--- src/rtl/udp_cmd_pkg.sv ---
// Shared constants and types for the UDP command decoder.
// Latency: n/a (package only).
// Backpressure: n/a (package only).
package udp_cmd_pkg;

  localparam logic [15:0] CMD_PORT_DEFAULT = 16'd5006;
  localparam logic [7:0]  MAGIC_DEFAULT    = 8'hA5;

  localparam int          PKT_LEN = 8;

  localparam logic [7:0]  OP_WRITE = 8'h01;
  localparam logic [7:0]  OP_READ  = 8'h02;

  localparam logic [7:0]  ACK_OK         = 8'h00;
  localparam logic [7:0]  ACK_BAD_MAGIC  = 8'h01;
  localparam logic [7:0]  ACK_BAD_OPCODE = 8'h02;
  localparam logic [7:0]  ACK_BAD_CSUM   = 8'h03;
  localparam logic [7:0]  ACK_BAD_LEN    = 8'h04;

  // PID register bank address map
  localparam logic [7:0]  REG_SETPOINT = 8'h00;
  localparam logic [7:0]  REG_KP       = 8'h01;
  localparam logic [7:0]  REG_KI       = 8'h02;
  localparam logic [7:0]  REG_KD       = 8'h03;
  localparam logic [7:0]  REG_CTRL     = 8'h04;

  typedef enum logic [2:0] {
    ST_IDLE,
    ST_RECV,
    ST_SKIP,
    ST_CHECK,
    ST_REPORT
  } state_t;

  function automatic logic [15:0] sat_inc16(input logic [15:0] v);
    return (v == 16'hFFFF) ? v : v + 16'd1;
  endfunction

endpackage

--- src/rtl/udp_cmd_wdog.sv ---
// Command-link watchdog: flags loss of valid commands after WDOG_CYCLES idle cycles.
// Latency: o_timeout rises the cycle after the count reaches WDOG_CYCLES-1; clears the cycle after a kick.
// Backpressure: none; i_kick is a single-cycle strobe.
// Ports: i_clk50 clock, i_rst async active-high reset, i_kick OK-packet strobe,
//        o_timeout watchdog expired level (held until kick or reset).
module udp_cmd_wdog #(
  parameter int unsigned WDOG_CYCLES = 50_000_000
) (
  input  logic i_clk50,
  input  logic i_rst,
  input  logic i_kick,
  output logic o_timeout
);

  localparam logic [25:0] LIMIT = 26'(WDOG_CYCLES - 1);

  logic [25:0] r_cnt;

  // Counter freezes once expired so the timeout level is stable until a kick.
  always_ff @(posedge i_clk50 or posedge i_rst) begin
    if (i_rst) begin
      r_cnt     <= 26'd0;
      o_timeout <= 1'b0;
    end else if (i_kick) begin
      r_cnt     <= 26'd0;
      o_timeout <= 1'b0;
    end else if (!o_timeout) begin
      if (r_cnt == LIMIT) o_timeout <= 1'b1;
      else                r_cnt     <= r_cnt + 26'd1;
    end
  end

endmodule

--- src/rtl/udp_cmd_decoder.sv ---
// Decodes 8-byte UDP command packets into PID register write/read strobes plus an ack status pulse.
// Latency: strobes/ack 2 cycles after the last payload byte (CHECK then REPORT); length errors sooner.
// Backpressure: none; the payload stream is consumed at line rate, every valid byte is accepted.
// Ports: clk50/rst (async active-high); is_udp, udp_dst_port, udp_payload[_valid|_last], frame_done
//        from the RX parser; reg_wr/reg_rd/reg_addr/reg_wdata to the PID bank; ack_valid/ack_code,
//        err_cnt and wdog_timeout to the TX ack builder.
// Option: define UDP_CMD_WDOG_EN to instantiate the command watchdog (otherwise wdog_timeout is 0).
module udp_cmd_decoder
  import udp_cmd_pkg::*;
#(
  parameter logic [15:0] CMD_PORT    = CMD_PORT_DEFAULT,
  parameter logic [7:0]  MAGIC       = MAGIC_DEFAULT,
  parameter int unsigned WDOG_CYCLES = 50_000_000
) (
  input  logic        clk50,
  input  logic        rst,
  input  logic        is_udp,
  input  logic [15:0] udp_dst_port,
  input  logic [7:0]  udp_payload,
  input  logic        udp_payload_valid,
  input  logic        udp_payload_last,
  input  logic        frame_done,
  output logic        reg_wr,
  output logic        reg_rd,
  output logic [7:0]  reg_addr,
  output logic [31:0] reg_wdata,
  output logic        ack_valid,
  output logic [7:0]  ack_code,
  output logic [15:0] err_cnt,
  output logic        wdog_timeout
);

  state_t      r_state;
  logic [63:0] r_buf;
  logic [2:0]  r_cnt;      // bytes received so far; wraps only after the 8th, which leaves RECV
  logic [7:0]  r_sum;      // running sum of bytes 0..6
  logic        r_len_err;  // over-length packet seen, report at frame_done

  logic        w_port_ok;
  logic        w_last_idx;
  logic        w_rpt_trunc;
  logic [7:0]  w_magic, w_op, w_addr, w_csum;
  logic [31:0] w_data;
  logic [7:0]  w_check_code;

  assign w_port_ok   = is_udp && (udp_dst_port == CMD_PORT);
  assign w_last_idx  = (r_cnt == 3'(PKT_LEN - 1));
  // frame_done coincident with last is consumed by the last-byte path instead.
  assign w_rpt_trunc = frame_done && !(udp_payload_valid && udp_payload_last);

  assign w_magic = r_buf[63:56];
  assign w_op    = r_buf[55:48];
  assign w_addr  = r_buf[47:40];
  assign w_data  = r_buf[39:8];
  assign w_csum  = r_buf[7:0];

  always_comb begin
    w_check_code = ACK_OK;
    if (w_magic != MAGIC)                           w_check_code = ACK_BAD_MAGIC;
    else if ((w_op != OP_WRITE) && (w_op != OP_READ)) w_check_code = ACK_BAD_OPCODE;
    else if (r_sum != w_csum)                       w_check_code = ACK_BAD_CSUM;
  end

  always_ff @(posedge clk50 or posedge rst) begin
    if (rst) begin
      r_state   <= ST_IDLE;
      r_buf     <= 64'd0;
      r_cnt     <= 3'd0;
      r_sum     <= 8'd0;
      r_len_err <= 1'b0;
      reg_wr    <= 1'b0;
      reg_rd    <= 1'b0;
      reg_addr  <= 8'd0;
      reg_wdata <= 32'd0;
      ack_valid <= 1'b0;
      ack_code  <= 8'd0;
      err_cnt   <= 16'd0;
    end else begin
      // Pulse outputs are set only on the transition into REPORT.
      reg_wr    <= 1'b0;
      reg_rd    <= 1'b0;
      ack_valid <= 1'b0;
      case (r_state)
        ST_IDLE: begin
          if (udp_payload_valid) begin
            r_len_err <= 1'b0;
            if (w_port_ok) begin
              r_buf <= {56'd0, udp_payload};
              r_sum <= udp_payload;
              r_cnt <= 3'd1;
              if (udp_payload_last || frame_done) begin
                ack_valid <= 1'b1;
                ack_code  <= ACK_BAD_LEN;
                err_cnt   <= sat_inc16(err_cnt);
                r_state   <= ST_REPORT;
              end else begin
                r_state <= ST_RECV;
              end
            end else if (!frame_done) begin
              r_state <= ST_SKIP;
            end
          end
        end

        ST_RECV: begin
          if (w_rpt_trunc) begin
            ack_valid <= 1'b1;
            ack_code  <= ACK_BAD_LEN;
            err_cnt   <= sat_inc16(err_cnt);
            r_state   <= ST_REPORT;
          end else if (udp_payload_valid) begin
            r_buf <= {r_buf[55:0], udp_payload};
            r_cnt <= r_cnt + 3'd1;
            if (!w_last_idx) r_sum <= r_sum + udp_payload;
            if (udp_payload_last) begin
              if (w_last_idx) begin
                r_state <= ST_CHECK;
              end else begin
                ack_valid <= 1'b1;
                ack_code  <= ACK_BAD_LEN;
                err_cnt   <= sat_inc16(err_cnt);
                r_state   <= ST_REPORT;
              end
            end else if (w_last_idx) begin
              r_len_err <= 1'b1;
              r_state   <= ST_SKIP;
            end
          end
        end

        ST_SKIP: begin
          if (frame_done) begin
            r_len_err <= 1'b0;
            if (r_len_err) begin
              ack_valid <= 1'b1;
              ack_code  <= ACK_BAD_LEN;
              err_cnt   <= sat_inc16(err_cnt);
              r_state   <= ST_REPORT;
            end else begin
              r_state <= ST_IDLE;
            end
          end
        end

        ST_CHECK: begin
          ack_valid <= 1'b1;
          ack_code  <= w_check_code;
          if (w_check_code == ACK_OK) begin
            reg_wr    <= (w_op == OP_WRITE);
            reg_rd    <= (w_op == OP_READ);
            reg_addr  <= w_addr;
            reg_wdata <= (w_op == OP_WRITE) ? w_data : 32'd0;
          end else begin
            err_cnt <= sat_inc16(err_cnt);
          end
          r_state <= ST_REPORT;
        end

        ST_REPORT: r_state <= ST_IDLE;

        default:   r_state <= ST_IDLE;
      endcase
    end
  end

`ifdef UDP_CMD_WDOG_EN
  logic w_ok_kick;
  assign w_ok_kick = reg_wr | reg_rd;

  udp_cmd_wdog #(
    .WDOG_CYCLES(WDOG_CYCLES)
  ) u_wdog (
    .i_clk50  (clk50),
    .i_rst    (rst),
    .i_kick   (w_ok_kick),
    .o_timeout(wdog_timeout)
  );
`else
  assign wdog_timeout = 1'b0;
`endif

endmodule

--- config.mk ---
export PLATFORM = sky130hd
export DESIGN_NAME = udp_cmd_decoder
export DESIGN_NICKNAME = d
export VERILOG_FILES = /design/src/rtl/udp_cmd_pkg.sv /design/src/rtl/udp_cmd_wdog.sv /design/src/rtl/udp_cmd_decoder.sv
export SDC_FILE = /design/constraint.sdc
export NUM_CORES = 1
export LEC_CHECK = 0
export ABC_CLOCK_PERIOD_IN_PS = 4850
export CAP_MARGIN = 20
export CORE_ASPECT_RATIO = 2
export CORE_UTILIZATION = 36
export DETAILED_ROUTE_END_ITERATION = 10
export DONT_BUFFER_PORTS = 1
export HOLD_SLACK_MARGIN = 0.08
export SYNTH_ARGS = -nofsm -noshare
export SYNTH_HDL_FRONTEND = slang
export SYNTH_SLANG_ARGS = --single-unit
--- constraint.sdc ---
create_clock -name clk50 -period 4.85 [get_ports clk50]
set_clock_uncertainty 0.15 [all_clocks]
set_input_delay 0.97 -clock clk50 [delete_from_list [all_inputs] [get_ports clk50]]
set_output_delay 0.97 -clock clk50 [all_outputs]
set_load 0.005 [all_outputs]
Word level (Yosys, flattened, before mapping)
Index checks and enable logic that the tools add are counted.
{ "totals": {"input_bits": 30, "register_bits": 146, "word_cells": 136, "output_inout_bits": 68} }
{ "op_classes": {"reduce_logical": 18, "eq_ne": 28, "n_addsub": 3, "mux": 75} }
{ "ops": {"columns": ["op", "n"], "rows": [
  ["two-way mux 64 bit", 4],
  ["two-way mux 16 bit", 11],
  ["one-hot mux 64 bit (2 select lines)", 1],
  ["two-way mux 8 bit", 14],
  ["one-hot mux 16 bit (4 select lines)", 1],
  ["two-way mux 3 bit", 15],
  ["two-way mux 32 bit", 1],
  ["one-hot mux 8 bit (4 select lines)", 1],
  ["inequality test 2 bit (second input constant)", 11],
  ["two-way mux 1 bit", 19],
  ["adder 16 x 1 -> 16 bit (second input constant)", 1],
  ["== test 16 x 13 -> 1 bit (second input constant)", 1],
  ["== test 16 bit (second input constant)", 1],
  ["one-hot mux 8 bit (2 select lines)", 1],
  ["inequality test 3 bit (second input constant)", 4],
  ["one-hot mux 3 bit (4 select lines)", 1],
  ["AND reduction 10 bit", 1],
  ["AND reduction 5 bit", 2],
  ["AND reduction 9 bit", 1],
  ["adder 8 bit", 1],
  ["== test 8 x 1 -> 1 bit (second input constant)", 1],
  ["== test 8 x 2 -> 1 bit (second input constant)", 1],
  ["logical NOT 8 bit", 1],
  ["inequality test 8 x 1 -> 1 bit (second input constant)", 1],
  ["22 further kinds", 28]
]} }

Logic depth before layout (Yosys ltp)
Gate-level depths: netlist of run 1.
{ "depth": {"ltp_word": 7, "ltp_mapped": 9, "ltp_nobuf": 9} }

Worst setup path after synthesis of run 1
No wires, ideal clock.
{ "synth_timing": {"path_type": "input-to-reg", "startpoint": "input port udp_dst_port[15]", "endpoint": "register err_cnt[1]", "required_ps": 4575, "n_path_buf": 0, "slack_ps": 2053, "arrival_time_ps": 2522, "path_stages": 6, "setup_time_ps": 125, "cell_sequence": "or3b_4 -> nor4_4 -> a2111oi_4 -> nor3_4 -> nand3_2 -> mux2_4"} }
{ "synth_via": {"elab_chain_cells": 4} }
{ "synth_lines": {"columns": ["item", "line_no", "text"], "rows": [
  ["from (decl)", "udp_cmd_decoder.sv:18", "input logic [15:0] udp_dst_port,"],
  ["== test 16 x 13 -> 1 bit", "udp_cmd_decoder.sv:46", "assign w_port_ok = is_udp && (udp_dst_port == CMD_PORT);"],
  ["logical AND 1 bit", "udp_cmd_decoder.sv:46", null],
  ["inequality test 2 bit (no source line)", null, null],
  ["AND reduction 10 bit (no source line)", null, null],
  ["to (signal assigned)", "udp_cmd_decoder.sv:94", "err_cnt <= sat_inc16(err_cnt);"],
  ["to (signal assigned)", "udp_cmd_decoder.sv:109", "err_cnt <= sat_inc16(err_cnt);"],
  ["to (signal assigned)", "udp_cmd_decoder.sv:121", "err_cnt <= sat_inc16(err_cnt);"],
  ["to (decl)", "udp_cmd_decoder.sv:29", "output logic [15:0] err_cnt,"]
]} }
No other way between the ends.
A chain may end at the register's enable or synchronous reset.

Worst setup path in the final report of run 1
{ "layout_timing": {"startpoint": "input port udp_dst_port[9]", "endpoint": "register r_buf[42]"} }
{ "layout_via": {"elab_chain_cells": 4} }
{ "layout_lines": {"columns": ["item", "line_no", "text"], "rows": [
  ["== test 16 x 13 -> 1 bit", "udp_cmd_decoder.sv:46", null],
  ["logical AND 1 bit", "udp_cmd_decoder.sv:46", null],
  ["inequality test 2 bit (no source line)", null, null],
  ["AND reduction 5 bit (no source line)", null, null],
  ["to (signal assigned)", "udp_cmd_decoder.sv:88", "r_buf <= {56'd0, udp_payload};"],
  ["to (signal assigned)", "udp_cmd_decoder.sv:112", "r_buf <= {r_buf[55:0], udp_payload};"],
  ["to (decl)", "udp_cmd_decoder.sv:34", "logic [63:0] r_buf;"]
]} }
No other way between the ends.

==> results.txt, run 1 <==
The flow ran to the end, and the final reports show no timing, DRC or antenna violations. STA classifies the critical path endpoint as a flop. After the first detailed-routing iteration, the DRC count stood at 315. For the worst setup path, the data arrival time is 3.29 ns. After synthesis, the largest family of logic cells by area is simple AND/OR/NAND/NOR gates. The area growth from synthesis to layout is 11.8%. VDD sags by at most 224 µV. Using the TritonRoute via totals, the vias-per-cell ratio works out to 5.36. The tools report the initial antenna violation count as 0.

During placement, the flow inserted port buffers numbering 0. The tools report the final core utilization as 40.8%. The worst setup path is of the in2reg kind.

After global routing the overflow that remains totals 0. The post-CTS setup-driven buffer insertion count was 0. Post-synthesis async set-or-reset flop share: 100%. The type of origin of the critical path is a primary input. The logs give 5.05 ns for the data required time at the worst endpoint and 0.42 ns for the insertion delay to the later sink of the worst-skew pair. The worst hold path belongs to the class reg2reg. The slack of the worst reg-to-reg path is 1.94 ns, and the total core area is 17,700 µm².

Once the floorplan was initialized, standard cells occupied 36.5% of the core. The top cell types in the final layout, fill and taps aside, are 160 x nand2_1, 141 x dfrtp_1, 74 x nand3_1, 32 x a22o_1, 22 x nor2_1. The run gives 98 as the number of top-level pins.

The synthesized design contains 0 enable-type register cells. The tools report the total DRC errors in the routed layout as 0. Total standard cell area after synthesis: 6460 µm². The tree is rooted in a clkbuf_16. For this design the ratio of total power to cell area is 473 nW/µm².

In the final timing run, aggregate negative setup slack is 0 ns. The portion of synthesized area spent on multiplexers is 2.58%. Max-cap violations in this run came to 0. Timing would allow up to 0.324 GHz. The synthesized design contains 141 register bits. Wires add up to 14,400 µm. The number of buffers inserted during clock tree synthesis came out at 17.

The net count of the finished layout is 668. The share of the clock period used by the worst path is 63.7%, and the average wire length per cell after detail routing is 16.8 µm. The largest fanout on the critical path is 40. For the number of diodes, the log shows 0. The number of max-slew violations in the final report is 0, and the post-layout minimum cycle time is 3.09 ns.

The total of warnings raised by yosys was 0; the synthesized instance count was 641. Entering global routing, the biggest net connects 142 pins. Setup violations remaining at the end of the flow were counted as 0. The synthesized netlist devotes 2.25% of its cell area to adder and majority cells. The tree built by TritonCTS fans out to 141 sinks. The die covers 18,500 µm². Number of antenna-violating nets in the routed design: 0.

The number of global-route vias before repair was 4,633; the simple-gate share of the synthesized area was 23.2%. The total track usage is 15.9%. For the sequential share of the synthesized area, the log shows 54.6%. In this run the core area contains 69 standard-cell rows. Iteration count of the initial detailed-routing pass: 4.

Measured along the x axis, the die boundary spans 96.7 µm. The total of hold buffers inserted after clock tree synthesis is 0. The H-tree depth came out at 4.

The logs give 9910 µm for the total half-perimeter wirelength after legalization and detailed placement and 820 for the count of placed standard cells including taps. Headroom to the max-slew limit came out at 33.1%. The number of endpoints with negative hold slack in the final report is 0. At the pin with the least slew margin, the transition time is 1.00 ns. After synthesis, the mean cell area works out to 10.1 µm². After Yosys synthesis, XOR and XNOR cells account for 3.53% of the synthesized area. The library cell used most frequently in the layout, excluding fill and tap cells, is nand2_1. The y dimension of the die works out to 191 µm. Clock-pin slew was measured on the worst setup and hold paths at 0.06 ns. The layout cell share with drive strength beyond 1 was 10.2%. For the leakage power figure, the log shows 0.00348 µW. Setup repair after global routing left no endpoint under its margin. TritonCTS built the clock tree.

The run gives 23,600 µm as the global-route wire length before repair. The number of buffers between clock root and the deepest sink was 2; the via count was 4,574. Yosys mapped the design onto 59 distinct sky130hd cell types.

The post-CTS resize count came out at 0. The most frequently used flop master after synthesis was dfrtp_1. Summing the areas of all compound-gate instances in the mapped netlist gives 9.10% of the synthesized area. The run gives 0.824 as the routability congestion estimate. The finished layout holds 853 standard cells, fillers aside.
-- final timing paths --
kind / start / to / cells past startpoint
setup / recovery: udp_dst_port[9] / r_buf[42] / 7
hold / removal: r_buf[56] / r_buf[56] / 2
setup reg to reg: r_sum[6] / reg_addr[5] / 6
hold reg to reg: r_buf[56] / r_buf[56] / 2
max in group asynchronous: rst / r_buf[21] / 2
min in group asynchronous: rst / err_cnt[6] / 2
-- registers in the layout, indices dropped and copies added (netlist names) --
register,count
ack_code,3
ack_valid,1
err_cnt,16
r_buf,64
r_cnt,3
r_len_err,1
r_state,3
r_sum,8
reg_addr,8
reg_rd,1
reg_wdata,32
reg_wr,1
-- Yosys cell counts, drive strengths merged (10+ instances only) --
| cell type | instances | area [µm²] |
|---|---|---|
| ha | 10 | 125 |
| inv | 11 | 41.3 |
| xor2 | 10 | 87.6 |
| nand2 | 160 | 601 |
| dfrtp | 141 | 3530 |
| nor2 | 23 | 86.3 |
| a21oi | 18 | 90.1 |
| mux2 | 11 | 146 |
| nor3 | 12 | 71.3 |
| nand3 | 75 | 380 |
| xnor2 | 16 | 140 |
| a22o | 32 | 280 |
| buf | 37 | 226 |
-- metrics by stage --
| stage | total power, µW | hold WS (ns) | worst slack, ns | area, µm² |
|---|---|---|---|---|
| after global placement | 2040 | 0.293 | 1.41 | 6580 |
| after CTS | 3450 | 0.318 | 1.67 | 7200 |
| after floorplan | 1940 | 0.280 | 1.97 | 6480 |
| final | 3420 | 0.316 | 1.76 | 7220 |
| after detailed placement | 2080 | 0.300 | 1.32 | 6580 |
| after global routing | 3580 | 0.330 | 1.58 | 7220 |
-- logic make-up (layout without fill, tap and decap cells) --
family                   after synthesis  in the layout
other                                  1              6
AND/OR/NAND/NOR                      316            316
AO/OA/AOI/OAI                         76             76
XOR/XNOR                              26             26
multiplexers                          13             13
buffers and inverters                 57             51
adder cells (fa/ha/maj)               11             11
flip-flops                           141            141
-- power by group --
group / total [µW] / internal, µW / switching, µW
clock network: 1360 / 862 / 501
registers: 1390 / 1270 / 119
logic: 661 / 237 / 424
-- critical path, stage by stage --
cell and delay [ns]:
nor4b_1 0.12, and4bb_4 0.21, a2111oi_4 0.66, or2_2 0.71, buf_4 0.42, nand2_1 0.10, nand2_1 0.07
-- routing by layer --
metal  routed length, µm  share of wire (%)  vias up  GRT usage (%)
met3                 606                4.2       29           4.61
met1                5520                 38     2257           16.6
li1                    -                  -     2179              -
met5                   0                  0        -              0
met4                 517                3.6        0           8.84
met2                7710                 54      109           28.3
-- area by class of cell --
class                      instances  area, µm²
multi-input combinational        448       2670
clock inverter                    14        193
sequential                       141       3530
tap                              213        267
timing repair buffer               8       85.1
fill                            1630      10500
inverter                          11       45.0
clock buffer                      18        429
Power figures use the tool's default switching activity.
==> run 2: changes to the inputs <==
ABC_CLOCK_PERIOD_IN_PS = 3100   (was 4850)
clock period = 3.1 ns   (was 4.85 ns; I/O delays follow)
==> run 2 against run 1 <==
Power increased by 55%. Sequential cell count unchanged. First-iteration DRC count decreased by 25%. Global-route usage increased by 0.56 points. Via count increased by 1.1%. Non-clock buffer count increased by 7. Core utilization increased by 0.31 points. Sequential power increased by 57%. Critical endpoint is now reg_addr[0].
==> results.txt, run 2 (synthesized netlist as in run 1, its figures left out) <==
The routed layout has 4,626 vias. For the post-CTS setup-driven buffer insertion count, the log shows 0. The finished layout holds 860 standard cells, fillers aside. The pre-CTS setup slack is 0.216 ns.

The number of violations of the max-capacitance limit is 0. The worst setup path is launched from a flop. VDD sags by at most 397 µV.

The clock-pin slew on the worst setup and hold paths was 0.06 ns. The number of endpoints with negative hold slack in the final report is 0. Global-route wire length before repair: 24,200 µm. The share of the clock period used by the worst path works out to 91.8%.

Gates resized during post-CTS repair numbered 0. The library cells used most frequently in the layout, excluding fill and tap cells, are 160 x nand2_1, 141 x dfrtp_1, 74 x nand3_1, 32 x a22o_1, 22 x nor2_1. In this run the vertical extent of the chip is 191 µm. The post-route cell area was 7280 µm². Clock tree synthesis found a total of 141 sinks. The run finished with clean final reports. The run gives 17,700 µm² as the total core area. The number of antenna-violating nets in the routed design is 0.

STA classifies the critical path endpoint as a flop. Measured in cells, the most critical reg-to-reg path has a length of 6. In the final layout, the registers with the most flip-flops are r_buf: 64 flops, reg_wdata: 32 flops, err_cnt: 16 flops.

Setup violations remaining at the end of the flow were counted as 0. TritonCTS built the clock tree. The post-detailed-routing wire length was 14,600 µm; the iteration count of the initial detailed-routing pass was 4. Power per standard cell area: 726 nW/µm².

The run gives 4,742 as the number of global-route vias before repair. Cells fill 41.1% of the core in the end. The area growth from synthesis to layout came out at 12.6%. Buffers placed on the I/O ports in this run total 0. The number of flip-flops in the largest register was 64. The clock passes through at most 2 buffers. The number of buffers inserted during clock tree synthesis was 17; the largest fanout on the critical path was 17. The die is 96.7 µm wide.

The placed instances occupy a cell area of 6670 µm². Entering global routing, the biggest net connects 69 pins. The register containing the most flip-flops in the final layout is r_buf.

The commonest non-fill, non-tap cell in the layout is nand2_1. The initial antenna violation count was 0; the number of top-level pins was 98. The worst slew margin relative to its limit is 55.1%. Subtracting the final worst setup slack from the clock period gives 2.84 ns.

The average wire length per cell after detail routing came out at 17.0 µm. For this run, design rule violations remaining after detail routing come to 0. The floorplan step defined a die boundary enclosing 18,500 µm². Master cell of the clock root buffer: clkbuf_16. Number of standard-cell rows in the floorplan: 69.

Data required time at the worst endpoint: 3.25 ns. Setup repair after global routing left no endpoint under its margin. After legalization and detailed placement, the total HPWL measured 10,200 µm. The slew at the pin with the worst max-slew slack came out at 0.673 ns. The effective utilization at floorplan is 36.5%.

The layout cell share with drive strength beyond 1 was 11.1%; the upper clock frequency limit was 0.352 GHz. The leakage power figure is 0.00351 µW. Total track usage: 16.5%. At the later pin of the worst-skew pair, clock insertion delay measures 0.42 ns.

The net count of the finished layout is 675, and the arrival time of data at the critical path endpoint is 2.99 ns. The worst hold path was traced through 2 stages. After detailed placement, the design holds a cell count of 827.

The routability congestion estimate came out at 0.842. For this block, the initial DRC count from the detailed router was 236. The repair_antennas step left the layout with diodes totalling 0.

Classification of the worst-slack hold path: in2reg. After global routing the overflow that remains totals 0. The number of max-slew violations in the final report is 0, and the vias per cell is 5.38. Adding up every negative setup slack in the final design gives 0 ns.

The logs give 0.256 ns for the final critical-path setup slack and 4 for the H-tree depth. The kind of critical path was reg2reg.
==> run 2: where the power goes <==
group	internal (µW)	switching, µW
Sequential	1990	183
Combinational	395	666
Clock	1220	826
==> run 2: worst paths after layout <==
path | start | endpoint | slack (ns)
worst max-delay path | r_sum[6] | reg_addr[0] | 0.26
worst min-delay path | udp_payload[2] | r_buf[2] | 0.15
worst max register to register | r_sum[6] | reg_addr[0] | 0.26
worst min register to register | r_buf[56] | r_buf[56] | 0.33
max in group asynchronous | rst | reg_wdata[10] | 1.60
min in group asynchronous | rst | err_cnt[7] | 0.53
==> run 2: what timing repair did <==
| item | CTS | global route |
|---|---|---|
| endpoints found under the setup margin | 0 | 0 |
| hold buffers | 1 | 0 |
| endpoints found under the hold margin | 11 | 0 |
==> run 2: per-stage QoR <==
| step | power, µW | hold slack, ns |
|---|---|---|
| 6_report | 5280 | 0.151 |
| 5_1_grt | 5550 | 0.149 |
| 4_1_cts | 5340 | 0.139 |
| 3_5_place_dp | 3280 | 0.312 |
| 3_3_place_gp | 3230 | 0.290 |
| 2_1_floorplan | 3030 | 0.280 |
==> run 2: area by class of cell <==
class	count	area, µm²
flip-flops and latches	141	3530
well taps	213	267
clock buffers	18	439
multi-input cells	448	2670
repair buffers	15	165
inverters	11	45.0
fillers	1669	10400
clock inverters	14	158
==> run 2: critical path, stage by stage (launching register included) <==
cell and delay [ns]:
dfrtp_1 0.42, xor2_1 0.18, nor4_1 0.53, nand2_1 0.16, or3_2 0.72, buf_4 0.26
mux2_4 0.30
==> run 2: routing by layer <==
metal / part of all wire, % / wire [µm] / vias up / track usage [%]
met4: 2.5 / 370 / 0 / 7.46
met5: 0 / 0 / - / 0
met2: 55 / 8040 / 110 / 30.0
met1: 38 / 5620 / 2301 / 17.9
met3: 4.0 / 579 / 26 / 3.91
li1: - / - / 2189 / -
